**src/rtl/x_uart_pkg.sv**
```systemverilog
// x_uart_pkg: shared types and constants for the UART transmit arbiter.
package x_uart_pkg;
    typedef enum logic [1:0] {IDLE, TAG, DATA} arb_state_e;
    localparam logic [7:0] TAG_BASE = 8'h80;
endpackage

```
**src/rtl/x_rr_pick.sv**
```systemverilog
// x_rr_pick: combinational round-robin winner search starting just after i_last.
module x_rr_pick #(
    parameter int p_num = 4
) (
    input  logic [p_num-1:0]         i_req,
    input  logic [$clog2(p_num)-1:0] i_last,
    output logic [p_num-1:0]         o_win,
    output logic [$clog2(p_num)-1:0] o_idx
);
    localparam int W = $clog2(p_num);
    logic [W-1:0] w_j;
    // Walk farthest-to-nearest so the closest requester after i_last overwrites last.
    always_comb begin
        o_idx = '0;
        w_j = '0;
        for (int k = p_num; k >= 1; k--) begin
            w_j = W'((int'(i_last) + k) % p_num);
            if (i_req[w_j]) o_idx = w_j;
        end
    end
    assign o_win = |i_req ? p_num'(1) << o_idx : '0;
endmodule

```
**src/rtl/x_uart_tx.sv**
```systemverilog
// x_uart_tx: 8N1 serialiser; takes a byte when idle, one bit per p_clk_hz/p_baud cycles.
module x_uart_tx #(
    parameter int p_clk_hz = 12000000,
    parameter int p_baud   = 115200
) (
    input  logic       i_clk,
    input  logic       i_rst,
    input  logic       i_valid,
    input  logic [7:0] i_data,
    output logic       o_ready,
    output logic       o_tx
);
    localparam int DIV = p_clk_hz / p_baud;
    localparam int DW = $clog2(DIV + 1);
    logic          r_act;
    logic [9:0]    r_sh;
    logic [3:0]    r_bit;
    logic [DW-1:0] r_div;
    assign o_ready = !r_act;
    // Idle level derives straight from r_act so an async reset forces the line high at once.
    assign o_tx = !r_act || r_sh[0];
    always_ff @(posedge i_clk or posedge i_rst) begin
        if (i_rst) begin
            r_act <= 1'b0;
            r_sh <= '1;
            r_bit <= '0;
            r_div <= '0;
        end else if (!r_act) begin
            if (i_valid) begin
                r_act <= 1'b1;
                r_sh <= {1'b1, i_data, 1'b0};
                r_bit <= '0;
                r_div <= '0;
            end
        end else if (r_div == DW'(DIV - 1)) begin
            r_div <= '0;
            r_sh <= {1'b1, r_sh[9:1]};
            r_bit <= r_bit + 1'b1;
            if (r_bit == 4'd9) r_act <= 1'b0;
        end else begin
            r_div <= r_div + 1'b1;
        end
    end
endmodule

```
**src/rtl/x_uart_tx_arb.sv**
```systemverilog
// x_uart_tx_arb: round-robin sharing of one x_uart_tx among p_num byte streams, bursts of up to p_max_burst.
// Define X_UART_TX_ARB_TAG_EN to prefix every burst with header byte 8'h80 | index.
module x_uart_tx_arb
    import x_uart_pkg::*;
#(
    parameter int p_clk_hz    = 12000000,
    parameter int p_baud      = 115200,
    parameter int p_num       = 4,
    parameter int p_max_burst = 8
) (
    input  logic                  i_clk,
    input  logic                  i_rst,
    input  logic [p_num-1:0]      i_valid,
    input  logic [p_num-1:0][7:0] i_data,
    output logic [p_num-1:0]      o_accept,
    output logic [p_num-1:0]      o_grant,
    output logic                  o_busy,
    output logic                  o_tx
);
    localparam int W = $clog2(p_num);
    localparam int CW = $clog2(p_max_burst + 1);
    arb_state_e       r_state;
    logic [W-1:0]     r_last, r_gidx, w_win_idx;
    logic [p_num-1:0] r_grant, w_win;
    logic [CW-1:0]    r_cnt;
    logic             r_busy;
    logic             w_tx_valid, w_tx_ready, w_tx_acc;
    logic [7:0]       w_tx_data;
    x_rr_pick #(.p_num(p_num)) u_pick (
        .i_req (i_valid),
        .i_last(r_last),
        .o_win (w_win),
        .o_idx (w_win_idx)
    );
`ifdef X_UART_TX_ARB_TAG_EN
    assign w_tx_valid = (r_state == TAG) || (r_state == DATA && i_valid[r_gidx]);
    assign w_tx_data = (r_state == TAG) ? (TAG_BASE | 8'(r_gidx)) : i_data[r_gidx];
`else
    assign w_tx_valid = r_state == DATA && i_valid[r_gidx];
    assign w_tx_data = i_data[r_gidx];
`endif
    assign w_tx_acc = w_tx_valid && w_tx_ready;
    assign o_accept = (r_state == DATA && w_tx_acc) ? r_grant : '0;
    assign o_grant = r_grant;
    assign o_busy = r_busy;
    x_uart_tx #(.p_clk_hz(p_clk_hz), .p_baud(p_baud)) u_tx (
        .i_clk  (i_clk),
        .i_rst  (i_rst),
        .i_valid(w_tx_valid),
        .i_data (w_tx_data),
        .o_ready(w_tx_ready),
        .o_tx   (o_tx)
    );
    always_ff @(posedge i_clk or posedge i_rst) begin
        if (i_rst) begin
            r_state <= IDLE;
            r_last <= W'(p_num - 1);
            r_gidx <= '0;
            r_grant <= '0;
            r_cnt <= '0;
            r_busy <= 1'b0;
        end else begin
            case (r_state)
                IDLE: if (|i_valid) begin
                    r_gidx <= w_win_idx;
                    r_last <= w_win_idx;
                    r_grant <= w_win;
                    r_cnt <= '0;
                    r_busy <= 1'b1;
`ifdef X_UART_TX_ARB_TAG_EN
                    r_state <= TAG;
`else
                    r_state <= DATA;
`endif
                end
`ifdef X_UART_TX_ARB_TAG_EN
                TAG: if (w_tx_acc) r_state <= DATA;
`endif
                DATA: begin
                    if (w_tx_acc) r_cnt <= r_cnt + 1'b1;
                    // A dropped valid only ends the burst once the serialiser is free again.
                    if ((w_tx_acc && r_cnt + 1'b1 == CW'(p_max_burst)) || (!i_valid[r_gidx] && w_tx_ready)) begin
                        r_state <= IDLE;
                        r_grant <= '0;
                        r_busy <= 1'b0;
                    end
                end
                default: r_state <= IDLE;
            endcase
        end
    end
endmodule

```
**config.mk**
```make
export PLATFORM = sky130hd
export DESIGN_NAME = x_uart_tx_arb
export DESIGN_NICKNAME = d
export VERILOG_FILES = /design/src/rtl/x_uart_pkg.sv /design/src/rtl/x_rr_pick.sv /design/src/rtl/x_uart_tx.sv /design/src/rtl/x_uart_tx_arb.sv
export SDC_FILE = /design/constraint.sdc
export NUM_CORES = 1
export LEC_CHECK = 0
export BUFFER_PORTS_ARGS = -buffer_cell sky130_fd_sc_hd__buf_2
export CELL_PAD_IN_SITES_DETAIL_PLACEMENT = 1
export CELL_PAD_IN_SITES_GLOBAL_PLACEMENT = 1
export CORE_MARGIN = 2
export CORE_UTILIZATION = 38
export DETAILED_ROUTE_END_ITERATION = 8
export GPL_ROUTABILITY_DRIVEN = 0
export PLACE_DENSITY = 0.76
export SYNTH_ARGS = -nofsm -noshare
export SYNTH_HDL_FRONTEND = slang
export SYNTH_HIERARCHICAL = 1
export SYNTH_SLANG_ARGS = --single-unit
```
**constraint.sdc**
```tcl
create_clock -name i_clk -period 1.9 [get_ports i_clk]
set_input_delay 0 -clock i_clk [delete_from_list [all_inputs] [get_ports i_clk]]
set_output_delay 0 -clock i_clk [all_outputs]
set_load 0.02 [all_outputs]
```
## Word level (Yosys, flattened, before mapping)

Cells that the tools add are included.

- Memory bits (writable): 0
- Memories: 0
- Register bits: 37
- Bits of input ports: 38
- Output and inout bits: 10
- Bits in latches: 0
- ROM bits: 0

- Divide/modulo/power cells: 0
- Mux-type cells: 42
- Bitwise gates (word level): 0
- $add $sub $neg: 7
- Order comparisons: 5
- Equality and inequality tests: 8
- Reductions and logical operators: 18
- Multiply operators: 0
- Shift-type cells: 1

Operators by type and width:

| kind | count |
|---|---|
| $mux W4 | 8 |
| $mux W10 | 3 |
| $mux W7 | 3 |
| $bmux W8 S2 | 1 |
| $pmux W4 S2 | 2 |
| $lt A2 B3 Y1 const B | 5 |
| $mux W2 | 6 |
| $mux W1 | 11 |
| $bmux W1 S2 | 5 |
| $add A4 B1 Y4 const B | 2 |
| $eq A4 B4 Y1 const B | 2 |
| $mux W8 | 1 |
| $add A7 B1 Y7 const B | 1 |
| $eq A7 B7 Y1 const B | 1 |
| $ne A2 B2 Y1 const B | 3 |
| $reduce_and A2 Y1 | 3 |
| $reduce_and A3 Y1 | 2 |
| $logic_and A1 B1 Y1 | 5 |
| $add A2 B1 Y2 const B | 2 |
| $add A2 B2 Y2 const B | 2 |
| $pmux W2 S2 | 1 |
| $reduce_bool A2 Y1 | 2 |
| $reduce_or A4 Y1 | 1 |
| $shl A1 B2 Y4 const A | 1 |
| 6 further kinds | 8 |

## Logic depth before layout (Yosys ltp)

Gate-level depths: netlist of the first run.

- Depth in word-level cells: 10
- Mapped depth: 7
- Depth with buffers taken out: 5

## Hierarchy

Netlist of the first run, hierarchy kept.

Modules (own cells, without submodules):

| module | instances | area each (um2) | seq. area each (um2) | cells an instance |
|---|---|---|---|---|
| x_uart_tx | 1 | 1,164.9 | 536.8 | 124 |
| x_uart_tx_arb | 1 | 905.9 | 327.8 | 86 |
| x_rr_pick | 1 | 230.2 | 0.0 | 33 |

## Worst setup path before layout of the first run

No wires, ideal clock.

- Kind: register to register
- Start point: register r_gidx[0]
- End point: register u_tx.r_bit[2]
- Slack: -16 ps
- Setup time: 133 ps
- Data arrival time: 1,783 ps
- Stages on the path, launching flop included: 8
- Clock period less this slack: 1,916 ps
- Buffers on the path: 2
- Cell sequence: dfrtp_1 > buf_6 > mux4_2 > and2_1 > clkbuf_1 > inv_1 > a31oi_1 > o211ai_1

- Word-level cells in the longest chain between the ends: 5

Ends and longest elaborated chain:

| element | RTL line | RTL |
|---|---|---|
| start: declaration | x_uart_tx_arb.sv:23 | `logic [W-1:0] r_last, r_gidx, w_win_idx;` |
| start signal: assignment | x_uart_tx_arb.sv:65 | `r_gidx <= w_win_idx;` |
| $bmux W1 S2 | x_uart_tx_arb.sv:39 | `assign w_tx_valid = r_state == DATA && i_valid[r_gidx];` |
| $mux W1 (not written as such) | x_uart_tx_arb.sv:39 |  |
| $logic_and A1 B1 Y1 | x_uart_tx_arb.sv:39 |  |
| net w_tx_valid | x_uart_tx_arb.sv:27 | `logic w_tx_valid, w_tx_ready, w_tx_acc;` |
| $reduce_bool A2 Y1 (no line) | -- |  |
| $reduce_and A2 Y1 (no line) | -- |  |
| end signal: assignment | x_uart_tx.sv:38 | `r_bit <= r_bit + 1'b1;` |
| end: declaration | x_uart_tx.sv:17 | `logic [3:0] r_bit;` |

The timed path passes the listed nets, and every way through them passes these cells. The select of a mux whose other input is x is not followed.
A chain may end at the register's enable or synchronous reset.

## Final worst setup path of the first run

- Start point: register r_gidx[0]
- End point: output o_accept[1]

- Word-level cells in the longest chain between the ends: 6

Ends and longest elaborated chain:

| element | RTL line | RTL |
|---|---|---|
| $bmux W1 S2 | x_uart_tx_arb.sv:39 |  |
| $mux W1 (not written as such) | x_uart_tx_arb.sv:39 |  |
| $logic_and A1 B1 Y1 | x_uart_tx_arb.sv:39 |  |
| $logic_and A1 B1 Y1 | x_uart_tx_arb.sv:42 | `assign w_tx_acc = w_tx_valid && w_tx_ready;` |
| $logic_and A1 B1 Y1 | x_uart_tx_arb.sv:43 | `assign o_accept = (r_state == DATA && w_tx_acc) ? r_grant : '0;` |
| $mux W4 | x_uart_tx_arb.sv:43 |  |
| end: declaration | x_uart_tx_arb.sv:15 | `output logic [p_num-1:0] o_accept,` |

No other way between the ends. The select of a mux whose other input is x is not followed.

==> results of run 1 <==
==> worst max-delay path, stage by stage, from the launching register on <==
cell and delay, ns:
dfrtp_1 0.38, mux4_2 0.53, buf_4 0.15, buf_4 0.14
and3_1 0.17, buf_2 0.15
==> cell type report <==
class | instances | area (um^2)
repair buffers | 61 | 343
clock inverters | 1 | 5.00
flip-flops and latches | 34 | 865
fillers | 697 | 3150
inverters | 10 | 37.5
well taps | 75 | 93.8
multi-input cells | 184 | 1310
clock buffers | 7 | 86.3
==> cell usage after synthesis (all sizes together), types with 3 or more instances <==
library cell,instances,area share
and3,7,0.019
nand3,7,0.017
o21ai,15,0.033
dfrtp,23,0.25
inv,10,0.016
dfstp,11,0.13
clkbuf,5,0.0082
o211ai,3,0.0098
nand4,3,0.0082
o22ai,3,0.0082
a21oi,3,0.0065
and2,4,0.012
a31oi,12,0.033
nor2b,11,0.031
a211oi,9,0.032
mux4,9,0.098
nand2b,4,0.011
buf,10,0.038
ha,5,0.027
nor2,11,0.019
nand2,47,0.077
==> stage by stage <==
stage	hold slack (ns)	power (mW)	worst slack, ns
floorplan	-0.124	2.46	0.0368
detailed placement	0.0861	2.87	0.0744
CTS	0.134	3.44	0.0580
global route	0.169	3.74	-0.0146
finish	0.140	3.47	0.0816
global placement	0.0866	2.80	0.152
==> cells by family (layout without fill, tap and decap cells) <==
family	after synthesis	after routing
xor gates and xnor gates	2	2
buffers and inverters	25	79
and+or+nand+nor	102	102
muxes	11	11
adders and majority gates	5	5
AOI/OAI and AO/OA	64	64
DFF	34	34
==> per-layer routing <==
metal | routed length [um] | up-vias
li1 | - | 993
met1 | 2820 | 1026
met2 | 3040 | 28
met3 | 148 | 4
met4 | 49 | 0
met5 | 0 | -
==> power by group <==
| part | total (mW) | switching (mW) | internal [mW] |
|---|---|---|---|
| sequential | 1.43 | 0.328 | 1.10 |
| combinational | 1.48 | 0.713 | 0.762 |
| clock | 0.565 | 0.272 | 0.293 |
==> state kept, by name, indices dropped and copies added (netlist names) <==
| register | cells |
|---|---|
| u_tx/r_act | 1 |
| r_last | 2 |
| r_cnt | 4 |
| u_tx/r_bit | 4 |
| o_busy | 1 |
| r_gidx | 2 |
| o_grant | 4 |
| u_tx/r_div | 7 |
| u_tx/r_sh | 9 |
==> timing repair <==
item / 4_1_cts / 5_1_grt
endpoints found under the hold margin: 23 / 0
setup buffers: 0 / 2
setup endpoints to repair: 0 / 8
hold buffers: 1 / 0
resized for setup: 0 / 3
==> worst max-delay path by stage <==
| stage | from | endpoint | depth (start not counted) |
|---|---|---|---|
| after floorplan | r_gidx[0] | u_tx/r_sh[1] | 6 |
| final | r_gidx[0] | o_accept[1] | 5 |
| after global placement | u_tx/r_div[0] | u_tx/r_bit[3] | 5 |
| after global routing | r_gidx[0] | u_tx/r_div[4] | 6 |
| after detailed placement | u_tx/r_div[0] | u_tx/r_bit[3] | 5 |
| after CTS | u_tx/r_div[0] | u_tx/r_bit[3] | 5 |
==> results_dict.tcl, run 1 <==
set metrics [dict create \
    min_path_cells 4 \
    port_buffers 47 \
    synth_edf_count 0 \
    grt_pass1_wl_mm 10.2 \
    outcome "finished clean" \
    worstPathRequired_ns 1.90 \
    ys_seq_area_frac 0.376 \
    met3_usage 0.0418 \
    synth-main-ff-cell "dfrtp_1" \
    num_vias 2051 \
    vias_per_cell 5.51 \
    grt_pass1_vias 2094 \
    use_met1 0.248 \
    synth-compound-area-share 0.196 \
    grt_max_degree 31 \
    yosys.area_share.simple 0.225 \
    fin_setup_tns_ns 0 \
    utilization 0.465 \
    cts_max_level 2 \
    crit_path_end_kind "output port" \
    min_path_type "in -> reg" \
    syn_area_mm2 0.00230 \
    hold_path_end "o_grant[2]" \
    avgSynthCellArea_um2 9.47 \
    layout_common_cells "nand2_1 (47), buf_2 (47), dfrtp_1 (23)" \
    drtPass1Iterations 6 \
    rows 28 \
    ir_worst_vdd_mv 0.492 \
    fin_cells 372 \
    cp.arrival_ns 1.82 \
    use_met2 0.344 \
    leakage_nw 1.25 \
    synth_top_family_by_area "simple AND/OR/NAND/NOR gates" \
    drt-total-wl_mm 6.06 \
    wl_per_cell_um 16.3 \
    finalSetupViolations 0 \
    r2r_start "r_gidx[0]" \
    synthCells 243 \
    max-cap-violations 0 \
    hp-start "i_valid[2]" \
    clk_pin_slew_ns 0.07 \
    cts.path.max_buffers 2 \
    num_io_pins 48 \
    grt.busiest_layer "met2" \
    ys_ff_latch 34 \
    postRouteAntennaNets 0 \
    tightestPinTransition_ns 0.867 \
    synth-xor-area-share 0.00761 \
    die_area_mm2 0.00669 \
    ff2ff_path_depth 6 \
    rsz0062_at_grt "true" \
    overflow 0 \
    cts_tree "built" \
    hold_viol 0 \
    cts-root-buf "clkbuf_8" \
    synthArstFlopShare 1.00 \
    finalCritPeriodShare 0.957 \
    drtIter0Drc 58 \
    numCtsBuffers 5 \
    critical_path_class "reg -> out" \
    initial_utilization 0.391 \
    antenna_cells 0 \
    dp_cells 361 \
    fin_nets 339 \
    finClkSkew_ns 0.00871 \
    design_area_mm2 0.00274 \
    maxSlewHeadroom 0.421 \
    syn2layout_area_growth_pct 19.0 \
    reg2reg_slack_ns 0.11 \
    coreArea_mm2 0.00589 \
    placed_area_mm2 0.00261 \
    clkSinkCount 34 \
    period_needed_ns 1.82 \
    drive_gt1_frac 0.323 \
    die_w_um 81.8 \
    yosys_warnings 6 \
    synth_cell_types 57 \
    clock_latency_ns 0.28 \
    drcViolationCount 0 \
    synthMuxAreaShare 0.107 \
    slew_viol_final 0 \
    critPathLaunchType "flop" \
    grt.total_usage 0.197 \
    power.density_mw_per_mm2 1270 \
    synth_fa_ha_area_frac 0.0272 \
    antenna_found_initial 0 \
    reg2reg_to "u_tx/r_bit[2]" \
    dp_hpwl_mm 4.42 \
    crit_fanout 5 \
    synth.net_count 286 \
    die_h_um 81.8 \
    max_freq_mhz 550 \
]
(Power assumes the default switching activity.)
==> inputs of run 2 (changes only) <==
- GPL_TIMING_DRIVEN: unset -> 0
==> results_dict.tcl, run 2 (synthesized netlist as in run 1, its figures left out) <==
set metrics [dict create \
    outcome "finished clean" \
    coreArea_mm2 0.00589 \
    slew_viol_final 0 \
    reg2reg_slack_ns 0.08 \
    grt_pass1_wl_mm 10.4 \
    design_area_mm2 0.00284 \
    finClkSkew_ns 0.00455 \
    route.met3.wl_um 213 \
    max_freq_mhz 546 \
    drcViolationCount 0 \
    fin_setup_tns_ns 0 \
    overflow 0 \
    critPathLaunchType "flop" \
    period_needed_ns 1.83 \
    port_buffers 47 \
    die_area_mm2 0.00669 \
    reg_top3 "u_tx/r_sh (9), u_tx/r_div (7)" \
    max-cap-violations 0 \
    clk_pin_slew_ns 0.07 \
    crit_fanout 4 \
    finalCritPeriodShare 0.964 \
    wl_per_cell_um 16.7 \
    dp_cells 365 \
    fin_nets 345 \
    finalSetupViolations 0 \
    hold_viol 0 \
    wl_met2_mm 3.20 \
    clkSinkCount 34 \
    grt_max_degree 22 \
    postRouteAntennaNets 0 \
    leakage_nw 1.28 \
    antenna_cells 0 \
    critical_path_class "reg -> out" \
    vias_per_cell 5.50 \
    num_io_pins 48 \
    min_path_type "in -> reg" \
    cts_max_level 2 \
    grt_pass1_vias 2173 \
    cts.path.max_buffers 2 \
    slowest_delay_ns 0.57 \
    rsz0062_at_grt "false" \
    regMostFlops "u_tx/r_sh" \
    cp_cell_sequence "mux4_2 -> buf_6 -> buf_12 -> and3_4 -> buf_6" \
    placed_area_mm2 0.00263 \
    utilization 0.482 \
    initial_utilization 0.391 \
    power.density_mw_per_mm2 1280 \
    dp_hpwl_mm 4.48 \
    crit_path_end_kind "output port" \
    cpMostUsedCell "buf_6" \
    die_w_um 81.8 \
    numCtsBuffers 5 \
    layout_common_cells "nand2_1 (47), buf_2 (47), dfrtp_1 (23)" \
    num_vias 2079 \
    largest_reg_flops 9 \
    clock_latency_ns 0.30 \
    ir_worst_vdd_mv 0.650 \
    drt-total-wl_mm 6.33 \
    syn2layout_area_growth_pct 23.4 \
    grt.total_usage 0.207 \
    rows 28 \
    maxSlewHeadroom 0.459 \
    top_layer "met4" \
    drive_gt1_frac 0.333 \
    tightestPinTransition_ns 0.811 \
    drtPass1Iterations 4 \
    cts-root-buf "clkbuf_8" \
    cts_tree "built" \
    cp_slowest_cell "mux4_2" \
    antenna_found_initial 0 \
    die_h_um 81.8 \
    cp.arrival_ns 1.83 \
    fin_cells 378 \
    drtIter0Drc 74 \
    wl_met1_mm 2.83 \
    worstPathRequired_ns 1.90 \
]
[run 2: cell count changes in the layout (fill, tap and decap cells not counted), moves of 2 or more]
cell / delta
buf_6: +7
a211oi_1: -2
and3_4: +2
a211oi_2: +2
and3_1: -2
buf_4: -8
clkbuf_1: +4
[run 2: worst max-delay path: cells and delay by family, from the launching register on]
family / cells / cell delay, ns
DFF: 1 / 0.39
and+or+nand+nor: 1 / 0.17
muxes: 1 / 0.57
buffers and inverters: 3 / 0.40
[run 2: what timing repair did]
| action | in CTS | in global routing |
|---|---|---|
| buffers inserted | 3 | 3 |
| hold buffers | 1 | 0 |
| endpoints found under the hold margin | 23 | 0 |
| endpoints found under the setup margin | 22 | 15 |
| gates resized for setup | 8 | 11 |
[run 2: final cells by class]
| type | instances | area, um^2 |
|---|---|---|
| buffer | 13 | 88.8 |
| clock buffer | 7 | 86.3 |
| clock inverter | 1 | 5.00 |
| fill | 698 | 3050 |
| inverter | 10 | 37.5 |
| multi-input combinational | 184 | 1340 |
| sequential | 34 | 865 |
| tap | 75 | 93.8 |
| timing repair buffer | 54 | 319 |
[run 2: report_power, final]
group,total [mW],leakage [nW],internal (mW),switching (mW)
Combinational,1.68,0.837,0.851,0.828
Clock,0.576,0.0482,0.293,0.283
Sequential,1.37,0.393,1.10,0.270
[run 2: stage by stage]
| step | worst slack, ns | total power [mW] | hold slack [ns] |
|---|---|---|---|
| 2_1_floorplan | 0.0368 | 2.46 | -0.124 |
| 3_3_place_gp | -0.341 | 2.80 | 0.0913 |
| 3_5_place_dp | -0.364 | 2.88 | 0.0805 |
| 4_1_cts | -0.0271 | 3.61 | 0.119 |
| 5_1_grt | 0.000409 | 3.89 | 0.141 |
| 6_report | 0.0689 | 3.62 | 0.135 |
[run 2: layer usage]
metal | GRT usage | vias up
met3 | 0.0363 | 7
met5 | 0 | -
met2 | 0.373 | 40
li1 | - | 1005
met1 | 0.248 | 1027
met4 | 0.0700 | 0
[run 2: worst paths after layout]
path	from	endpoint	cells past startpoint
min in group asynchronous	i_rst	o_grant[0]	3
max in group asynchronous	i_rst	u_tx/r_bit[3]	3
worst min register to register	r_last[0]	r_last[0]	2
worst max register to register	r_gidx[0]	r_cnt[3]	5
worst min-delay path	i_valid[2]	o_grant[2]	4
worst max-delay path	r_gidx[0]	o_accept[0]	5
